[src/rtl/fifo_sync_fwft_pkg.sv]
// Shared definitions for the synchronous FIFO: read-mode constants and pointer sizing.
package fifo_sync_fwft_pkg;

    localparam int MODE_STD  = 0;
    localparam int MODE_FWFT = 1;

    // One address bit per doubling of depth plus a wrap bit to tell full from empty.
    function automatic int ptr_width(input int depth);
        return $clog2(depth) + 1;
    endfunction

endpackage

[src/rtl/bram_infer.sv]
// Simple dual-port inferred RAM: one write port, one read port with a registered output.
module bram_infer #(
    parameter int DATA_WIDTH = 16,
    parameter int ADDR_WIDTH = 6
) (
    input  logic                  clk,
    input  logic                  rst,
    input  logic                  we,
    input  logic [ADDR_WIDTH-1:0] waddr,
    input  logic [DATA_WIDTH-1:0] wdata,
    input  logic                  re,
    input  logic [ADDR_WIDTH-1:0] raddr,
    output logic [DATA_WIDTH-1:0] rdata
);

    logic [DATA_WIDTH-1:0] mem [2**ADDR_WIDTH];

    // NOTE: the array is left out of reset so it can map onto block RAM; only the read register clears.
    always_ff @(posedge clk) begin
        if (we) begin
            mem[waddr] <= wdata;
        end
    end

    always_ff @(posedge clk or negedge rst) begin
        if (!rst) begin
            rdata <= '0;
        end else if (re) begin
            rdata <= mem[raddr];
        end
    end

endmodule

[src/rtl/fifo_sync_fwft.sv]
// Single-clock FIFO over an inferred RAM, with standard or first-word-fall-through read mode.
module fifo_sync_fwft
    import fifo_sync_fwft_pkg::*;
#(
    parameter int DIN_WIDTH     = 16,
    parameter int FIFO_DEPTH    = 64,
    parameter int FWFT          = 1,
    parameter int AFULL_THRESH  = FIFO_DEPTH - 4,
    parameter int AEMPTY_THRESH = 4
) (
    input  logic                          clk,
    input  logic                          rst,
    input  logic [DIN_WIDTH-1:0]          wdata,
    input  logic                          w_valid,
    output logic                          full,
    output logic                          almost_full,
    output logic [DIN_WIDTH-1:0]          rdata,
    output logic                          r_valid,
    input  logic                          read_req,
    output logic                          empty,
    output logic                          almost_empty,
    output logic [$clog2(FIFO_DEPTH):0]   count,
    output logic                          overflow,
    output logic                          underflow,
    input  logic                          clr_err
);

    localparam int PW = ptr_width(FIFO_DEPTH);
    localparam int AW = PW - 1;
    localparam int CW = $clog2(FIFO_DEPTH) + 1;

    logic [PW-1:0]        wr_ptr;
    logic [PW-1:0]        rd_ptr;
    logic                 wr_accept;
    logic                 rd_accept;
    logic                 rd_reject;
    logic                 ram_re;
    logic [DIN_WIDTH-1:0] ram_dout;

    assign full         = (count == CW'(FIFO_DEPTH));
    assign empty        = (count == '0);
    assign almost_full  = (count >= CW'(AFULL_THRESH));
    assign almost_empty = (count <= CW'(AEMPTY_THRESH));

    // A write while full is dropped even if a read frees a slot in the same cycle.
    assign wr_accept = w_valid && !full;

    bram_infer #(
        .DATA_WIDTH (DIN_WIDTH),
        .ADDR_WIDTH (AW)
    ) u_ram (
        .clk   (clk),
        .rst   (rst),
        .we    (wr_accept),
        .waddr (wr_ptr[AW-1:0]),
        .wdata (wdata),
        .re    (ram_re),
        .raddr (rd_ptr[AW-1:0]),
        .rdata (ram_dout)
    );

    generate
        if (FWFT == MODE_FWFT) begin : g_fwft
            // Two-stage prefetch: the RAM read register (mid) feeds the output register.
            logic                 mid_valid;
            logic                 out_valid;
            logic [DIN_WIDTH-1:0] out_data;
            logic                 mid_move;
            logic                 mem_has_data;

            assign mem_has_data = (wr_ptr != rd_ptr);
            assign rd_accept    = read_req && out_valid;
            assign rd_reject    = read_req && !out_valid;
            assign mid_move     = mid_valid && (!out_valid || rd_accept);
            assign ram_re       = mem_has_data && (!mid_valid || mid_move);

            always_ff @(posedge clk or negedge rst) begin
                if (!rst) begin
                    mid_valid <= 1'b0;
                    out_valid <= 1'b0;
                    out_data  <= '0;
                end else begin
                    if (ram_re) begin
                        mid_valid <= 1'b1;
                    end else if (mid_move) begin
                        mid_valid <= 1'b0;
                    end

                    if (mid_move) begin
                        out_valid <= 1'b1;
                        out_data  <= ram_dout;
                    end else if (rd_accept) begin
                        out_valid <= 1'b0;
                    end
                end
            end

            assign r_valid = out_valid;
            assign rdata   = out_data;
        end else begin : g_std
            logic std_valid;

            assign rd_accept = read_req && !empty;
            assign rd_reject = read_req && empty;
            assign ram_re    = rd_accept;

            always_ff @(posedge clk or negedge rst) begin
                if (!rst) begin
                    std_valid <= 1'b0;
                end else begin
                    std_valid <= rd_accept;
                end
            end

            // The RAM read register only loads on a read, so it holds the last word by itself.
            assign r_valid = std_valid;
            assign rdata   = ram_dout;
        end
    endgenerate

    always_ff @(posedge clk or negedge rst) begin
        if (!rst) begin
            wr_ptr    <= '0;
            rd_ptr    <= '0;
            count     <= '0;
            overflow  <= 1'b0;
            underflow <= 1'b0;
        end else begin
            if (wr_accept) begin
                wr_ptr <= wr_ptr + 1'b1;
            end
            if (ram_re) begin
                rd_ptr <= rd_ptr + 1'b1;
            end

            case ({wr_accept, rd_accept})
                2'b10:   count <= count + 1'b1;
                2'b01:   count <= count - 1'b1;
                default: count <= count;
            endcase

            if (clr_err) begin
                overflow  <= 1'b0;
                underflow <= 1'b0;
            end else begin
                if (w_valid && full) begin
                    overflow <= 1'b1;
                end
                if (rd_reject) begin
                    underflow <= 1'b1;
                end
            end
        end
    end

endmodule

[config.mk]
export PLATFORM = sky130hd
export DESIGN_NAME = fifo_sync_fwft
export DESIGN_NICKNAME = d
export VERILOG_FILES = /design/src/rtl/fifo_sync_fwft_pkg.sv /design/src/rtl/bram_infer.sv /design/src/rtl/fifo_sync_fwft.sv
export SDC_FILE = /design/constraint.sdc
export NUM_CORES = 1
export LEC_CHECK = 0
export BUFFER_PORTS_ARGS = -buffer_cell sky130_fd_sc_hd__clkbuf_2
export CORE_AREA = 4 4 465 237
export CTS_BUF_LIST = sky130_fd_sc_hd__clkbuf_4 sky130_fd_sc_hd__clkbuf_8
export DETAILED_ROUTE_END_ITERATION = 8
export DIE_AREA = 0 0 469 241
export GPL_TIMING_DRIVEN = 1
export PLACE_DENSITY = 0.54
export SYNTH_ARGS = -nofsm -noshare
export SYNTH_HDL_FRONTEND = slang
export SYNTH_SLANG_ARGS = --single-unit
[constraint.sdc]
create_clock -name clk -period 4.6 [get_ports clk]
set_input_delay 0.92 -clock clk [delete_from_list [all_inputs] [get_ports clk]]
set_output_delay 0.92 -clock clk [all_outputs]
set_load 0.05 [all_outputs]
==> flow_metrics.env, run 1 <==
export IMPL_status="complete, no violations"
export IMPL_fin_crit_sh_pct=78.9
export IMPL_crit_arrival_ps=4350
export IMPL_final_cell_count_no_fill=3946
export IMPL_core_area_um2=106000
export IMPL_ir_drop_uv=487
export IMPL_syn_area_um2=42200
export IMPL_path_clk_slew_ps=60
export IMPL_finalNetCount=2417
export IMPL_ys_types=58
export IMPL_syn_num_nets=2201
export IMPL_placed_cells=3671
export IMPL_drt_initial_drc_count=3232
export IMPL_die_area_um2=113000
export IMPL_drc=0
export IMPL_wl_met3_um=16300
export IMPL_wl_met1_um=58400
export IMPL_vias=22600
export IMPL_syn_inst=2175
export IMPL_antenna_found_initial=9
export IMPL_max_stage_delay_ps=560
export IMPL_ctsResizeCount=0
export IMPL_tritoncts="built"
export IMPL_max_cap_violations=0
export IMPL_wl_met2_um=45200
export IMPL_ys_seq_area_share_pct=76.2
export IMPL_htree_levels=4
export IMPL_ctsHoldBuffers=1
export IMPL_wl_um=122000
export IMPL_crit_buf_inv=1
export IMPL_area_growth_pct=13.0
export IMPL_syn_mean_instance_area_um2=19.4
export IMPL_tightest_slew_ps=1260
export IMPL_hold_path_class="input port to flip-flop"
export IMPL_die_y_um=241
export IMPL_ys_flop_type="edfxtp_1"
export IMPL_yosysTopAreaCell="edfxtp_1"
export IMPL_hold_viol=0
export IMPL_viasPerCell=5.73
export IMPL_synth_commonest_cells="edfxtp_1, mux2i_1, mux4_2, nor2_1, a22oi_1"
export IMPL_total_power_w=0.0288
export IMPL_synthTopCellsByArea="edfxtp_1, mux4_2, mux2i_1"
export IMPL_setup_worst_path_start_class="flip-flop"
export IMPL_path_cells="nor4_1 -> nand3_1 -> and2_1 -> inv_1 -> ha_1 -> xor2_1 -> ha_1 -> or3_1 -> a21oi_1 -> nor2_1 -> a2bb2oi_1 -> a21oi_1 -> xor2_1"
export IMPL_powerDensity_nw_per_um2=602
export IMPL_top_layer="met4"
export IMPL_place_gp_congestion=0.924
export IMPL_place_ws_ps=1050
export IMPL_drv_slew=0
export IMPL_grt_max_degree=69
export IMPL_start_util_pct=39.7
export IMPL_critical_path_required_ps=5320
export IMPL_path_delay_family="simple AND/OR/NAND/NOR gates"
export IMPL_fin_util_pct=44.8
export IMPL_post_cts_buffers=0
export IMPL_cts_sinks=1081
export IMPL_cp_slowest_cell="ha_1"
export IMPL_cts_buffers=152
export IMPL_firstDrtPassIters=8
export IMPL_skew_ps=43.3
export IMPL_rows=85
export IMPL_cp_max_fo=15
export IMPL_period_needed_ps=3630
export IMPL_synth_seq_cells=1081
export IMPL_clock_root_buffer="clkbuf_8"
export IMPL_crit_path_end_kind="flip-flop"
export IMPL_yosysMostFrequentCell="edfxtp_1"
export IMPL_drt_antenna_violating_nets=0
export IMPL_wl_per_cell_um=30.8
export IMPL_synth_top_area_share_pct=72.8
export IMPL_fmax_ghz=0.276
export IMPL_worst_slack_ps=971
export IMPL_ys_async_sr_fraction_pct=5.27
export IMPL_clk_path_buf_depth=3
export IMPL_setup_viol=0
export IMPL_grt_overflow_total=0
export IMPL_rsz0062_at_grt="no"
export IMPL_dp_hpwl_um=76800
export IMPL_relSlewSlack_pct=16.2
export IMPL_grt_pass1_vias=22000
export IMPL_pin_count=51
export IMPL_synth_edf_count=1024
export IMPL_portBuffers=50
export IMPL_grt_util_all_layers_pct=21.6
export IMPL_setup_tns_ps=0
export IMPL_ys_warn_count=0
export IMPL_power_leakage_nw=15.9
export IMPL_worstSetupPathType="flip-flop to flip-flop"
export IMPL_drive_gt1_share_pct=25.7
export IMPL_grt_pass1_wl_um=171000
export IMPL_die_width_um=469
export IMPL_clk_latency_ps=810
[registers in the layout, summed over array words and instances (netlist names)]
signal,count
count,7
g_fwft.mid_valid,1
overflow,1
r_valid,1
rd_ptr,7
rdata,16
u_ram.mem,1024
u_ram.rdata,16
underflow,1
wr_ptr,7
[final cells by class]
cell class | instances | area (µm²)
fillers | 9096 | 58700
flip-flops and latches | 1081 | 32200
multi-input cells | 955 | 9320
clock buffers | 206 | 2550
well taps | 1435 | 1800
repair buffers | 195 | 1420
clock inverters | 66 | 438
inverters | 6 | 22.5
diodes | 2 | 5.00
[where the power goes]
part	switching, W	internal [W]	leakage [nW]
clock network	0.00369	0.00388	1.57
logic	0.00578	0.00331	4.40
registers	0.000775	0.0113	9.90
total	0.0102	0.0185	15.9
[layer usage]
metal | vias up | global-route usage (%)
li1 | 9338 | -
met1 | 11900 | 35.2
met2 | 1236 | 26.6
met3 | 156 | 8.30
met4 | 0 | 4.83
met5 | - | 0
[worst paths after layout]
path | from | endpoint | slack (ps) | cells past startpoint
max | count[1]$_DFFE_PN0P_ | count[6]$_DFFE_PN0P_ | 970 | 13
min | clr_err | underflow$_DFFE_PN0P_ | 290 | 2
max in group asynchronous | rst | rd_ptr[0]$_DFFE_PN0P_ | 3330 | 3
max reg2reg | count[1]$_DFFE_PN0P_ | count[6]$_DFFE_PN0P_ | 970 | 13
min reg2reg | wr_ptr[6]$_DFFE_PN0P_ | wr_ptr[6]$_DFFE_PN0P_ | 490 | 1
min in group asynchronous | rst | count[2]$_DFFE_PN0P_ | 520 | 2
[stage by stage]
stage               hold WS, ps  cell area, µm²
global route                254           47700
CTS                         201           47700
floorplan                   446           42200
global placement            474           44700
finish                      292           47700
detailed placement          485           44700
[layout by cell type (no fill, tap or decap), types with 18 or more instances in the layout]
cell type | Yosys | final
buf_4 | 24 | 138
dfrtp_1 | 57 | 54
a211oi_1 | 24 | 24
nand3_1 | 23 | 23
clkbuf_2 | 1 | 49
a22oi_1 | 66 | 66
mux2i_1 | 215 | 215
clkinv_2 | 0 | 18
mux4_2 | 136 | 136
a21oi_1 | 30 | 30
o21ai_0 | 20 | 20
clkbuf_8 | 0 | 160
a221oi_1 | 32 | 32
nand2_1 | 58 | 58
nor2_1 | 91 | 86
clkbuf_4 | 0 | 46
mux2_2 | 47 | 47
o22ai_1 | 33 | 33
edfxtp_1 | 1024 | 1024
clkinv_1 | 0 | 35
[cells by family after synthesis]
group                    Yosys count  share of synthesized area (%)
AO/OA/AOI/OAI                    288                           5.01
XOR/XNOR                          29                          0.601
adder cells (fa/ha/maj)            5                          0.148
buffers and inverters            139                           1.85
flip-flops                      1081                           76.2
multiplexers                     398                           13.6
AND/OR/NAND/NOR                  235                           2.64
No activity file was read; power rests on OpenSTA's default activity.
==> inputs of run 2 (changes only) <==
==> constraint.sdc (replaced) <==
create_clock -name clk -period 3.6 [get_ports clk]
set_input_delay 0.72 -clock clk [delete_from_list [all_inputs] [get_ports clk]]
set_output_delay 0.72 -clock clk [all_outputs]
set_load 0.05 [all_outputs]
==> run 2 against run 1 <==
  * Utilization up 0.90 points
  * Design area increased by 2.0%
  * Sequential power up 26%
  * First-iteration DRC count shrank 1.4%
  * Sequential share of layout area shrank 1.3 points
  * Register-to-register slack worse by 720 ps
  * Critical endpoint is now u_ram.rdata[14]$_DFFE_PN0P_
  * Largest cell class unchanged
==> flow_metrics.env, run 2 (same netlist as run 1, synthesis figures left out) <==
export IMPL_grt_pass1_vias=22600
export IMPL_pin_count=51
export IMPL_clk_latency_ps=880
export IMPL_skew_ps=37.6
export IMPL_period_needed_ps=3350
export IMPL_final_cell_mix="edfxtp_1, mux2i_1, buf_4"
export IMPL_die_y_um=241
export IMPL_finalNetCount=2504
export IMPL_wl_per_cell_um=30.9
export IMPL_dp_hpwl_um=81400
export IMPL_viasPerCell=5.72
export IMPL_powerDensity_nw_per_um2=783
export IMPL_rsz0062_at_grt="no"
export IMPL_drc=0
export IMPL_reg_largest_list="u_ram.mem: 1024 flops, rdata: 16 flops, u_ram.rdata: 16 flops"
export IMPL_drive_gt1_share_pct=28.3
export IMPL_worstSetupPathType="flip-flop to flip-flop"
export IMPL_post_cts_buffers=0
export IMPL_total_power_w=0.0381
export IMPL_cts_sinks=1081
export IMPL_htree_levels=4
export IMPL_area_growth_pct=15.2
export IMPL_grt_overflow_total=0
export IMPL_tightest_slew_ps=1230
export IMPL_path_clk_slew_ps=60
export IMPL_nFillCells=9016
export IMPL_wl_um=125000
export IMPL_fin_crit_sh_pct=93.0
export IMPL_setup_viol=0
export IMPL_fin_util_pct=45.7
export IMPL_clock_root_buffer="clkbuf_8"
export IMPL_ctsHoldBuffers=2
export IMPL_crit_path_end_kind="flip-flop"
export IMPL_setup_worst_path_start_class="flip-flop"
export IMPL_largest_reg_flops=1024
export IMPL_place_gp_congestion=0.883
export IMPL_critical_path_required_ps=4320
export IMPL_die_area_um2=113000
export IMPL_core_area_um2=106000
export IMPL_vias=23100
export IMPL_hold_viol=0
export IMPL_max_cap_violations=0
export IMPL_setup_tns_ps=0
export IMPL_portBuffers=50
export IMPL_die_width_um=469
export IMPL_grt_pass1_wl_um=175000
export IMPL_drt_initial_drc_count=3186
export IMPL_drt_antenna_violating_nets=0
export IMPL_fmax_ghz=0.299
export IMPL_relSlewSlack_pct=18.2
export IMPL_cp_max_fo=32
export IMPL_final_common_cell="edfxtp_1"
export IMPL_hold_path_class="input port to flip-flop"
export IMPL_ir_drop_uv=595
export IMPL_start_util_pct=39.7
export IMPL_tritoncts="built"
export IMPL_status="complete, no violations"
export IMPL_clk_path_buf_depth=3
export IMPL_regMostFlops="u_ram.mem"
export IMPL_crit_arrival_ps=4070
export IMPL_power_leakage_nw=16.4
export IMPL_drv_slew=0
export IMPL_cts_buffers=157
export IMPL_firstDrtPassIters=5
export IMPL_grt_util_all_layers_pct=22.2
export IMPL_ctsResizeCount=0
export IMPL_grt_max_degree=65
export IMPL_hold_worst_slack_ps=183
export IMPL_rows=85
export IMPL_antenna_found_initial=7
[run 2: path summary, 6_finish.rpt]
kind / to / slack [ps] / start / cells after the start
worst max register to register: u_ram.rdata[14]$_DFFE_PN0P_ / 250 / rd_ptr[0]$_DFFE_PN0P_ / 6
min in group asynchronous: count[2]$_DFFE_PN0P_ / 490 / rst / 2
max in group asynchronous: rd_ptr[0]$_DFFE_PN0P_ / 2390 / rst / 3
worst min-delay path: overflow$_DFFE_PN0P_ / 180 / w_valid / 3
worst min register to register: rd_ptr[6]$_DFFE_PN0P_ / 490 / rd_ptr[6]$_DFFE_PN0P_ / 1
worst max-delay path: u_ram.rdata[14]$_DFFE_PN0P_ / 250 / rd_ptr[0]$_DFFE_PN0P_ / 6
[run 2: power by group]
group          leakage, nW  internal, W  switching (W)
combinational         4.86      0.00490        0.00791
sequential            9.90       0.0145       0.000843
clock                 1.65      0.00519        0.00482
[run 2: routing by layer]
metal  wire length [µm]  GRT usage (%)
met5                  0              0
met4               1660           4.92
met3              16900           9.39
met2              46500           27.3
met1              59600           35.5
[run 2: area by class of cell]
class | instances | area [µm²] | share of cell area [%]
clock buffers | 222 | 2690 | 5.53
well taps | 1435 | 1800 | 3.69
diodes | 7 | 17.5 | 0.0360
flip-flops and latches | 1081 | 32200 | 66.1
clock inverters | 58 | 418 | 0.858
multi-input cells | 955 | 9310 | 19.1
repair buffers | 277 | 2230 | 4.59
inverters | 6 | 22.5 | 0.0463
[run 2: worst max-delay path, cell delays in order (launching register included)]
cell,delay (ps)
dfrtp_4,810
buf_12,350
mux4_2,530
mux2i_1,430
o211ai_1,310
a221oi_1,620
o21ai_1,120
[run 2: stage by stage]
step                instance area, µm²  worst slack, ps  instances
global placement                 45500              286       3752
floorplan                        42200             28.3       2175
detailed placement               45500              293       3752
CTS                              48700              281       4034
finish                           48700              253       4041
global route                     48700              105       4039
